===== src/rtl/collision_scorer.sv =====
// collision_scorer: runner/obstacle collision detect, BCD score and hi score.
// Ports: clk, reset (async, active-high), start, move, step, draw[159:0] in;
//   halt, hit, game_over, flash, score_bcd[15:0], hi_bcd[15:0] out.
module collision_scorer #(
   parameter int unsigned FLASH_CYCLES = 25_000_000,
   parameter logic [15:0] SCORE_MAX    = 16'h9999
) (
   input  logic         clk,
   input  logic         reset,
   input  logic         start,
   input  logic         move,
   input  logic         step,
   input  logic [159:0] draw,
   output logic         halt,
   output logic         hit,
   output logic         game_over,
   output logic         flash,
   output logic [15:0]  score_bcd,
   output logic [15:0]  hi_bcd
);

   localparam int unsigned CNT_W =
      (FLASH_CYCLES > 1) ? $clog2(FLASH_CYCLES) : 1;
   localparam logic [CNT_W-1:0] CNT_LAST = CNT_W'(FLASH_CYCLES - 1);

   localparam logic [1:0] S_IDLE = 2'd0;
   localparam logic [1:0] S_RUN  = 2'd1;
   localparam logic [1:0] S_HIT  = 2'd2;

   logic [1:0]       state;
   logic [1:0]       obs_next;
   logic [CNT_W-1:0] flash_cnt;
   logic [1:0]       h_r;
   logic             eval_en;
   logic             collide;
   logic             pass;
   logic [15:0]      hi_best;
   logic             draw_unused;

   // Per-digit increment with carry; caller guards saturation.
   function automatic logic [15:0] bcd_inc(input logic [15:0] v);
      logic [15:0] r;
      logic        c;
      r = v;
      c = 1'b1;
      for (int i = 0; i < 4; i++) begin
         if (c) begin
            if (r[4*i +: 4] == 4'd9) begin
               r[4*i +: 4] = 4'd0;
            end else begin
               r[4*i +: 4] = r[4*i +: 4] + 4'd1;
               c = 1'b0;
            end
         end
      end
      return r;
   endfunction

   assign h_r         = draw[159:158];
   assign draw_unused = ^draw[155:0];

   // start overrides any step; move low parks RUN without evaluating.
   assign eval_en = (state == S_RUN) && move && step && !start;
   assign collide = eval_en && (obs_next != 2'd0) && (h_r < obs_next);
   assign pass    = eval_en && (obs_next != 2'd0) && !collide;

   // Packed BCD orders the same as its binary value.
   assign hi_best = (score_bcd > hi_bcd) ? score_bcd : hi_bcd;

   assign game_over = (state == S_HIT);

   always_ff @(posedge clk or posedge reset) begin
      if (reset) begin
         state     <= S_IDLE;
         obs_next  <= 2'd0;
         hit       <= 1'b0;
         halt      <= 1'b0;
         score_bcd <= 16'h0000;
         hi_bcd    <= 16'h0000;
      end else begin
         hit  <= 1'b0;
         halt <= 1'b0;
         if (start) begin
            // Aborting a run still records the score before clearing it.
            if (state == S_RUN) hi_bcd <= hi_best;
            state     <= S_IDLE;
            score_bcd <= 16'h0000;
            obs_next  <= 2'd0;
         end else begin
            case (state)
               S_IDLE: begin
                  if (move) state <= S_RUN;
               end
               S_RUN: begin
                  if (eval_en) begin
                     obs_next <= draw[157:156];
                     if (collide) begin
                        state  <= S_HIT;
                        hit    <= 1'b1;
                        halt   <= 1'b1;
                        hi_bcd <= hi_best;
                     end else if (pass && score_bcd != SCORE_MAX) begin
                        score_bcd <= bcd_inc(score_bcd);
                     end
                  end
               end
               S_HIT: begin
                  state <= S_HIT;
               end
               default: begin
                  state <= S_IDLE;
               end
            endcase
         end
      end
   end

   always_ff @(posedge clk or posedge reset) begin
      if (reset) begin
         flash_cnt <= '0;
         flash     <= 1'b0;
      end else if (state == S_HIT && !start) begin
         if (flash_cnt == CNT_LAST) begin
            flash_cnt <= '0;
            flash     <= ~flash;
         end else begin
            flash_cnt <= flash_cnt + CNT_W'(1);
         end
      end else begin
         flash_cnt <= '0;
         flash     <= 1'b0;
      end
   end

endmodule


===== config.mk =====
export PLATFORM = sky130hd
export DESIGN_NAME = collision_scorer
export DESIGN_NICKNAME = d
export VERILOG_FILES = /design/src/rtl/collision_scorer.sv
export SDC_FILE = /design/constraint.sdc
export NUM_CORES = 1
export LEC_CHECK = 0
export ABC_AREA = 0
export BUFFER_PORTS_ARGS = -buffer_cell sky130_fd_sc_hd__buf_4
export CAP_MARGIN = 20
export CORE_MARGIN = 2
export CORE_UTILIZATION = 40
export CTS_BUF_LIST = sky130_fd_sc_hd__clkbuf_8
export DETAILED_ROUTE_END_ITERATION = 10
export GPL_TIMING_DRIVEN = 0
export PLACE_DENSITY = 0.69
export RECOVER_POWER = 100
export SLEW_MARGIN = 5
export SYNTH_ARGS = -nofsm -noshare
export SYNTH_HDL_FRONTEND = slang
export SYNTH_SLANG_ARGS = --single-unit

===== constraint.sdc =====
create_clock -name clk -period 6 [get_ports clk]
set_input_delay 1.2 -clock clk [delete_from_list [all_inputs] [get_ports clk]]
set_output_delay 1.2 -clock clk [all_outputs]
set_load 0.01 [all_outputs]

After elaboration in Yosys (flattened, before gate mapping)
Cells that the tools add are included.
{ "classes": {"n_addsub": 5, "magnitude_cmp": 2, "n_eq_ne": 13, "muxes": 54, "bitwise": 1, "reduce_logical": 26} }
{ "op_table": {"columns": ["cell", "n"], "rows": [
  ["two-way mux 16 bit", 11],
  ["two-way mux 25 bit", 2],
  ["two-way mux 4 bit", 7],
  ["two-way mux 1 bit", 26],
  ["adder 25 x 1 -> 25 bit, second input constant", 1],
  ["equality test 25 bit, second input constant", 1],
  ["adder 4 x 1 -> 4 bit, second input constant", 4],
  ["equality test 4 bit, second input constant", 4],
  ["> comparator 16 bit", 1],
  ["!= test 16 bit, second input constant", 1],
  ["nonzero test 2 bit", 8],
  ["AND reduction 5 bit", 3],
  ["two-way mux 2 bit", 7],
  ["!= test 3 bit, second input constant", 3],
  ["logical AND 1 bit", 8],
  ["one-hot mux 2 bit (3 select lines)", 1],
  ["AND reduction 3 bit", 2],
  ["AND reduction 4 bit", 1],
  ["equality test 2 x 1 -> 1 bit, second input constant", 1],
  ["equality test 2 bit, second input constant", 1],
  ["zero test 1 bit", 2],
  ["zero test 2 bit", 1],
  ["< comparator 2 bit", 1],
  ["!= test 2 x 1 -> 1 bit, second input constant", 1],
  ["3 further kinds", 3]
]} }
{ "totals": {"register_bits": 63, "input_bits": 165, "out_inout_bits": 36} }

Longest topological paths before layout
Gate-level depths: netlist (run 1).
{ "depth": {"ltp_word": 32, "ltp_mapped": 9, "ltp_nobuf": 7} }

Least setup slack after synthesis (run 1)
Ideal clock, no wire load.
{ "synth_path": {"path_type": "input to register", "from": "in draw[159]", "to": "reg hi_bcd[0]", "arrival_ps": 2748, "path_slack_ps": 3127, "path_stages": 6, "cell_sequence": "ha_1 -> a2111oi_4 -> o211ai_2 -> a31oi_4 -> buf_12 -> mux2_4"} }
{ "synth_between": {"elab_chain_len": 4} }
{ "synth_rtl": {"columns": ["item", "line_no", "rtl"], "rows": [
  ["from (decl)", "13", "input logic [159:0] draw,"],
  ["< comparator 2 bit", "64", "assign collide = eval_en && (obs_next != 2'd0) && (h_r < obs_next);"],
  ["logical AND 1 bit", "64", null],
  ["nonzero test 2 bit (no line)", null, null],
  ["AND reduction 3 bit (no line)", null, null],
  ["to (signal assigned)", "85", "if (state == S_RUN) hi_bcd <= hi_best;"],
  ["to (signal assigned)", "101", "hi_bcd <= hi_best;"],
  ["to (decl)", "19", "output logic [15:0] hi_bcd"]
]} }
Every way passes these cells.
A chain may end at the register's enable or synchronous reset.

Worst setup path in the final report (run 1)
{ "layout_path": {"from": "in start", "to": "reg hi_bcd[3]"} }
{ "layout_between": {"elab_chain_len": 6, "word_cells_on_any_way": 8, "classes_between": "1 x mux; 7 x reduce/logical"} }
{ "layout_rtl": {"columns": ["item", "line_no", "rtl"], "rows": [
  ["from (decl)", "10", "input logic start,"],
  ["zero test 1 bit", "63", "assign eval_en = (state == S_RUN) && move && step && !start;"],
  ["logical AND 1 bit", "63", null],
  ["logical AND 1 bit (2 in a row)", "64", null],
  ["nonzero test 2 bit (no line)", null, null],
  ["AND reduction 3 bit (no line)", null, null]
]} }
Several ways; a longest one is shown, not always the timed one.

==> impl_metrics.tcl, run 1 <==
set metrics [dict create \
    htree_num_levels 3 \
    pwr-share-clk_pct 40.9 \
    power_density_nw_per_um2 231.5 \
    whs_endpoint "flash_cnt[0]" \
    ir_drop_mv 0.1610 \
    multi_input_area_um2 1773 \
    max_slew_margin_pct -89.84 \
    fmax_mhz 249.9 \
    whs_ns 0.5141 \
    clock_sinks 63 \
    hold_violations 0 \
    path_clk_slew_ns 0.07 \
    crit_required_ns 6.21 \
    fillers 860 \
    clk_path_buf_depth 2 \
    ys.flop_type "dfrtp_1" \
    violations "max-capacitance violations, max-slew violations" \
    worstHoldStart "flash_cnt[0]" \
    syn-cell-area_um2 3618 \
    cp.buffers_inverters 2 \
    post_cts_resized 0 \
    syn-mean-instance-area_um2 9.996 \
    cp-start-kind "input port" \
    rows 34 \
    comb_power_share_pct 11.0 \
    ys_ff_latch 63 \
    endpoint_kind "register" \
    synth_warnings 0 \
    cts_root_buffer "clkbuf_8" \
    reg2reg_from "state[1]" \
    ioPinCount 201 \
    die_x_um 99.11 \
    dieArea_um2 9823 \
    synth_edf_count 0 \
    placed_cells 514 \
    critical_path.cell_chain "clkbuf_1 > o21bai_1 > a2111oi_0 > o211ai_2 > a31oi_1 > buf_12 > mux2_1" \
    viasPerCell 5.223 \
    cap_violations 1 \
    grt_pass1_wl_um 13530 \
    cpMaxStageDelayCell "a2111oi_0" \
    grt.total_usage_pct 17.05 \
    worstHoldPathType "reg2reg" \
    fin_util_pct 46.60 \
    arrival_ns 4.21 \
    place_hpwl_um 5616 \
    num_vias 2768 \
    io_buffers 44 \
    hold_depth 1 \
    postCtsHoldBufs 0 \
    grt_pass1_vias 2767 \
    register_area_um2 1577 \
    rsz0062_at_grt "false" \
    tightest_slew_ns 2.832 \
    ant_nets 0 \
    remaining_drc_errors 0 \
    gp_congestion 0.7886 \
    synth_cells 362 \
    syn_nets 556 \
    r2r_setup_slack_ns 2.41 \
    reg2regPathDepth 8 \
    synth.distinct_cells 47 \
    p_total_mw 0.9454 \
    worstPathMaxFanout 10 \
    cts_buffers 9 \
    final_max_slew_viol_count 64 \
    power_frac_seq_pct 48.1 \
    period_minus_slack_ns 4.002 \
    antenna_found_initial 0 \
    power_switching_mw 0.2468 \
    grt_start_max_net_pins 64 \
    slowest_delay_ns 0.95 \
    status "complete, but fails checks" \
    final_cell_count_no_fill 530 \
    drt_iter0_markers 129 \
    switching_share_pct 26.11 \
    gr-total-overflow 0 \
    diodes 0 \
    ys_seq_area_share_pct 43.57 \
    p_int_mw 0.6985 \
    setup_viol 0 \
    leakagePower_nw 1.711 \
    worstSetupPathType "in2reg" \
    die_y_um 99.11 \
    core_area_um2 8763 \
    critical-path-top-delay-family "compound AO/OA/AOI/OAI gates" \
    avgRoutedWirePerCell_um 14.82 \
    start_util_pct 41.29 \
    cts_tree "yes" \
    drive_gt1_share_pct 9.716 \
    async_flop_share_pct 100.0 \
    cts_setup_buffers 0 \
    r2r_end "hi_bcd[3]" \
    period_share_pct 66.70 \
    syn_to_final_growth_pct 12.86 \
    fin_setup_tns_ns 0 \
    wl_um 7854 \
    insertion_delay_ns 0.34 \
    nets 611 \
    finalClockSkew_ns 0.01190 \
    firstDrtPassIters 4 \
]
-- power by group through the flow --
| stage | clock (mW) | combinational [mW] | sequential [mW] |
|---|---|---|---|
| floorplan | 0 | 0.0724 | 0.461 |
| global placement | 0 | 0.110 | 0.462 |
| detailed placement | 0 | 0.115 | 0.463 |
| CTS | 0.393 | 0.116 | 0.455 |
| global route | 0.414 | 0.120 | 0.457 |
| finish | 0.387 | 0.104 | 0.454 |
-- sequential cells by signal, indices dropped and copies added (netlist names) --
register and flops:
obs_next 2, state 2, score_bcd 16, flash_cnt 25, flash 1, hit 1
hi_bcd 16
-- stage by stage --
step                setup WS, ns  area (µm²)
finish                     1.998        4084
global route               1.646        4084
CTS                        3.085        4295
detailed placement         2.748        4086
global placement           2.403        4084
floorplan                  3.127        3618
-- cells in the mapped netlist, drive strengths merged (6+ instances only) --
cell,number,share of area [%]
dfrtp,63,44
nor2,47,4.9
inv,33,3.4
ha,29,10
xnor2,21,5.1
nand3,18,2.8
nand2,17,1.8
a21oi,13,1.8
mux2,12,4.4
o21ai,12,1.7
nand4,11,1.9
mux2i,8,2.2
clkbuf,7,0.73
nor3,7,0.97
buf,6,1.3
nor4,6,1.5
or4,6,1.2
-- layer usage --
metal	track usage (%)	vias to the layer above	routed length, µm
met5	0	-	0
met3	4.568	8	429
li1	-	1357	-
met1	23.95	1337	3690
met4	4.320	0	77
met2	26.35	66	3657
-- final cells by class --
| type | count | share of cell area, % |
|---|---|---|
| Inverter | 33 | 3.064 |
| Tap cell | 108 | 3.309 |
| Sequential cell | 63 | 38.60 |
| Buffer | 13 | 1.716 |
| Clock buffer | 12 | 4.044 |
| Multi-Input combinational cell | 253 | 43.41 |
| Clock inverter | 4 | 1.072 |
| Timing Repair Buffer | 44 | 4.779 |
-- worst max path at each step --
stage / start / to / slack (ns) / depth (start not counted)
2_1_floorplan: draw[159] / hi_bcd[0] / 3.13 / 6
3_3_place_gp: reset / obs_next[0] / 2.40 / 2
3_5_place_dp: draw[159] / hi_bcd[2] / 2.75 / 7
4_1_cts: draw[159] / hi_bcd[2] / 3.09 / 7
5_1_grt: start / hi_bcd[3] / 1.65 / 7
6_report: start / hi_bcd[3] / 2.00 / 7
-- layout by cell type, fill, tap and decap left out, drive strengths merged, types with 7 or more instances in the layout --
cell type,Yosys,layout
xnor2,21,21
nand2,17,17
mux2,12,12
ha,29,29
a21oi,13,13
nand3,18,18
buf,6,9
nand4,11,11
inv,33,33
mux2i,8,8
o21ai,12,12
nor2,47,47
clkbuf,7,60
nor3,7,7
dfrtp,63,63
-- cell families (layout without fill, tap and decap cells) --
kind of cell	count (synthesis)	in the layout	share of synthesized area, %
DFF	63	63	43.57
xor gates and xnor gates	26	26	6.293
and+or+nand+nor	135	135	19.64
AOI/OAI and AO/OA	43	43	8.437
adders and majority gates	29	29	10.03
buffers and inverters	46	106	5.464
muxes	20	20	6.570
Note: power is estimated with default switching activity, not from simulation.
==> run 2: changes to the inputs <==
==> constraint.sdc (replaced) <==
create_clock -name clk -period 4.16 [get_ports clk]
set_input_delay 0.832 -clock clk [delete_from_list [all_inputs] [get_ports clk]]
set_output_delay 0.832 -clock clk [all_outputs]
set_load 0.01 [all_outputs]
==> run 2 against run 1 <==
  * The flow still finishes with violations (max-capacitance violations, max-slew violations)
  * Utilization increased by 0.14 points
  * Critical path depth is the same
  * Power grew 44%
  * Critical endpoint unchanged
  * Sequential power rose by 44%
  * Worst hold slack unchanged
  * Register-to-register slack got worse by 1.3 ns
  * Cell count unchanged
  * Non-clock buffer count unchanged
  * Clock power grew 44%
  * Via count is 0.22% lower
  * Largest power group unchanged
==> impl_metrics.tcl, run 2 (synthesis results as in run 1) <==
set metrics [dict create \
    status "complete, but fails checks" \
    violations "max-capacitance violations, max-slew violations" \
    wl_um 7846 \
    hold_violations 0 \
    diodes 0 \
    final_max_slew_viol_count 64 \
    switching_share_pct 26.13 \
    syn_to_final_growth_pct 13.21 \
    firstDrtPassIters 4 \
    cts_buffers 9 \
    multi_input_area_um2 1787 \
    grt_pass1_vias 2767 \
    avgRoutedWirePerCell_um 14.80 \
    rows 34 \
    antenna_found_initial 0 \
    p_total_mw 1.364 \
    die_y_um 99.11 \
    die_x_um 99.11 \
    period_share_pct 73.89 \
    place_hpwl_um 5616 \
    slowest_delay_ns 0.87 \
    grt_start_max_net_pins 64 \
    arrival_ns 3.28 \
    register_area_um2 1577 \
    start_util_pct 41.29 \
    gr-total-overflow 0 \
    cts_tree "yes" \
    insertion_delay_ns 0.34 \
    drive_gt1_share_pct 9.479 \
    gp_congestion 0.7886 \
    drt_iter0_markers 130 \
    core_area_um2 8763 \
    postCtsHoldBufs 0 \
    finalClockSkew_ns 0.01016 \
    grt.total_usage_pct 17.05 \
    tightest_slew_ns 2.415 \
    power_switching_mw 0.3563 \
    num_vias 2762 \
    ir_drop_mv 0.2310 \
    cts_setup_buffers 0 \
    crit_required_ns 4.37 \
    cpMaxStageDelayCell "a31oi_1" \
    power_density_nw_per_um2 332.9 \
    cts_root_buffer "clkbuf_8" \
    grt_pass1_wl_um 13530 \
    ant_nets 0 \
    power_frac_seq_pct 48.1 \
    fin_setup_tns_ns 0 \
    path_clk_slew_ns 0.07 \
    post_cts_resized 0 \
    largest_reg_flops 25 \
    viasPerCell 5.211 \
    ioPinCount 201 \
    dieArea_um2 9823 \
    cp-start-kind "input port" \
    p_int_mw 1.007 \
    endpoint_kind "register" \
    clock_sinks 63 \
    clk_path_buf_depth 2 \
    io_buffers 44 \
    fillers 860 \
    layout_commonest_cell "dfrtp_1" \
    top_register "flash_cnt" \
    worstHoldPathType "reg2reg" \
    period_minus_slack_ns 3.074 \
    critical_path.cell_chain "clkbuf_1 > o21bai_1 > a2111oi_4 > o211ai_1 > a31oi_1 > buf_12 > mux2_1" \
    worstPathMaxFanout 10 \
    fmax_mhz 325.3 \
    leakagePower_nw 1.716 \
    worstSetupPathType "in2reg" \
    pwr-share-clk_pct 40.8 \
    htree_num_levels 3 \
    cap_violations 1 \
    max_slew_margin_pct -61.18 \
    remaining_drc_errors 0 \
    comb_power_share_pct 11.1 \
    layout_common_cells "dfrtp_1 (63), nor2_1 (47), clkbuf_1 (46), inv_1 (34), ha_1 (29)" \
    reg_top3 "flash_cnt (25), hi_bcd (16), score_bcd (16)" \
    setup_viol 0 \
    rsz0062_at_grt "false" \
    nets 611 \
]
run 2: cell types whose count changed in the layout (fill, tap and decap cells not counted):
cell / before / now
a2111oi_4: 0 / 1
inv_1: 33 / 34
a2111oi_0: 1 / 0
o211ai_2: 1 / 0
clkinvlp_2: 1 / 0
o211ai_1: 1 / 2
run 2: per-stage QoR:
stage	cell area, µm²	hold slack, ns	utilization [%]	worst slack (ns)	instances
after floorplan	3618	0.4743	-	1.655	362
after global placement	4084	0.4991	46.60	0.9307	514
after detailed placement	4086	0.5070	46.63	1.276	514
after CTS	4295	0.5169	49.01	1.610	530
after global routing	4096	0.5358	46.74	0.8801	530
final	4096	0.5141	46.74	1.086	530
run 2: layer usage:
layer / GRT usage (%) / up-vias / routed length (µm)
met3: 4.568 / 8 / 442
met1: 23.95 / 1336 / 3655
li1: - / 1357 / -
met4: 4.320 / 0 / 77
met5: 0 / - / 0
met2: 26.35 / 61 / 3671
run 2: area by class of cell:
class,count,share of cell area (%)
buffer,13,1.710
clock buffer,12,4.032
clock inverter,4,1.069
inverter,33,3.024
multi-input combinational,253,43.62
sequential,63,38.48
tap,108,3.299
timing repair buffer,44,4.765
run 2: critical path: cells and delay by family:
family | cells | cell delay (ns)
compound gates | 4 | 1.69
buf+inv | 2 | 0.44
mux | 1 | 0.32
run 2: worst paths after layout:
| check | startpoint | end | depth (start not counted) | slack (ns) |
|---|---|---|---|---|
| setup / recovery | start | hi_bcd[3] | 7 | 1.09 |
| hold / removal | flash_cnt[0] | flash_cnt[0] | 1 | 0.51 |
| setup reg to reg | state[1] | hi_bcd[3] | 8 | 1.13 |
| hold reg to reg | flash_cnt[0] | flash_cnt[0] | 1 | 0.51 |
| max in group asynchronous | reset | hit | 2 | 1.44 |
| min in group asynchronous | reset | flash_cnt[18] | 2 | 1.35 |
run 2: power groups by stage:
| stage | logic, mW | clock network [mW] | registers (mW) |
|---|---|---|---|
| finish | 0.151 | 0.557 | 0.655 |
| global route | 0.174 | 0.597 | 0.659 |
| CTS | 0.167 | 0.567 | 0.656 |
| detailed placement | 0.166 | 0 | 0.667 |
| global placement | 0.159 | 0 | 0.666 |
| floorplan | 0.104 | 0 | 0.664 |
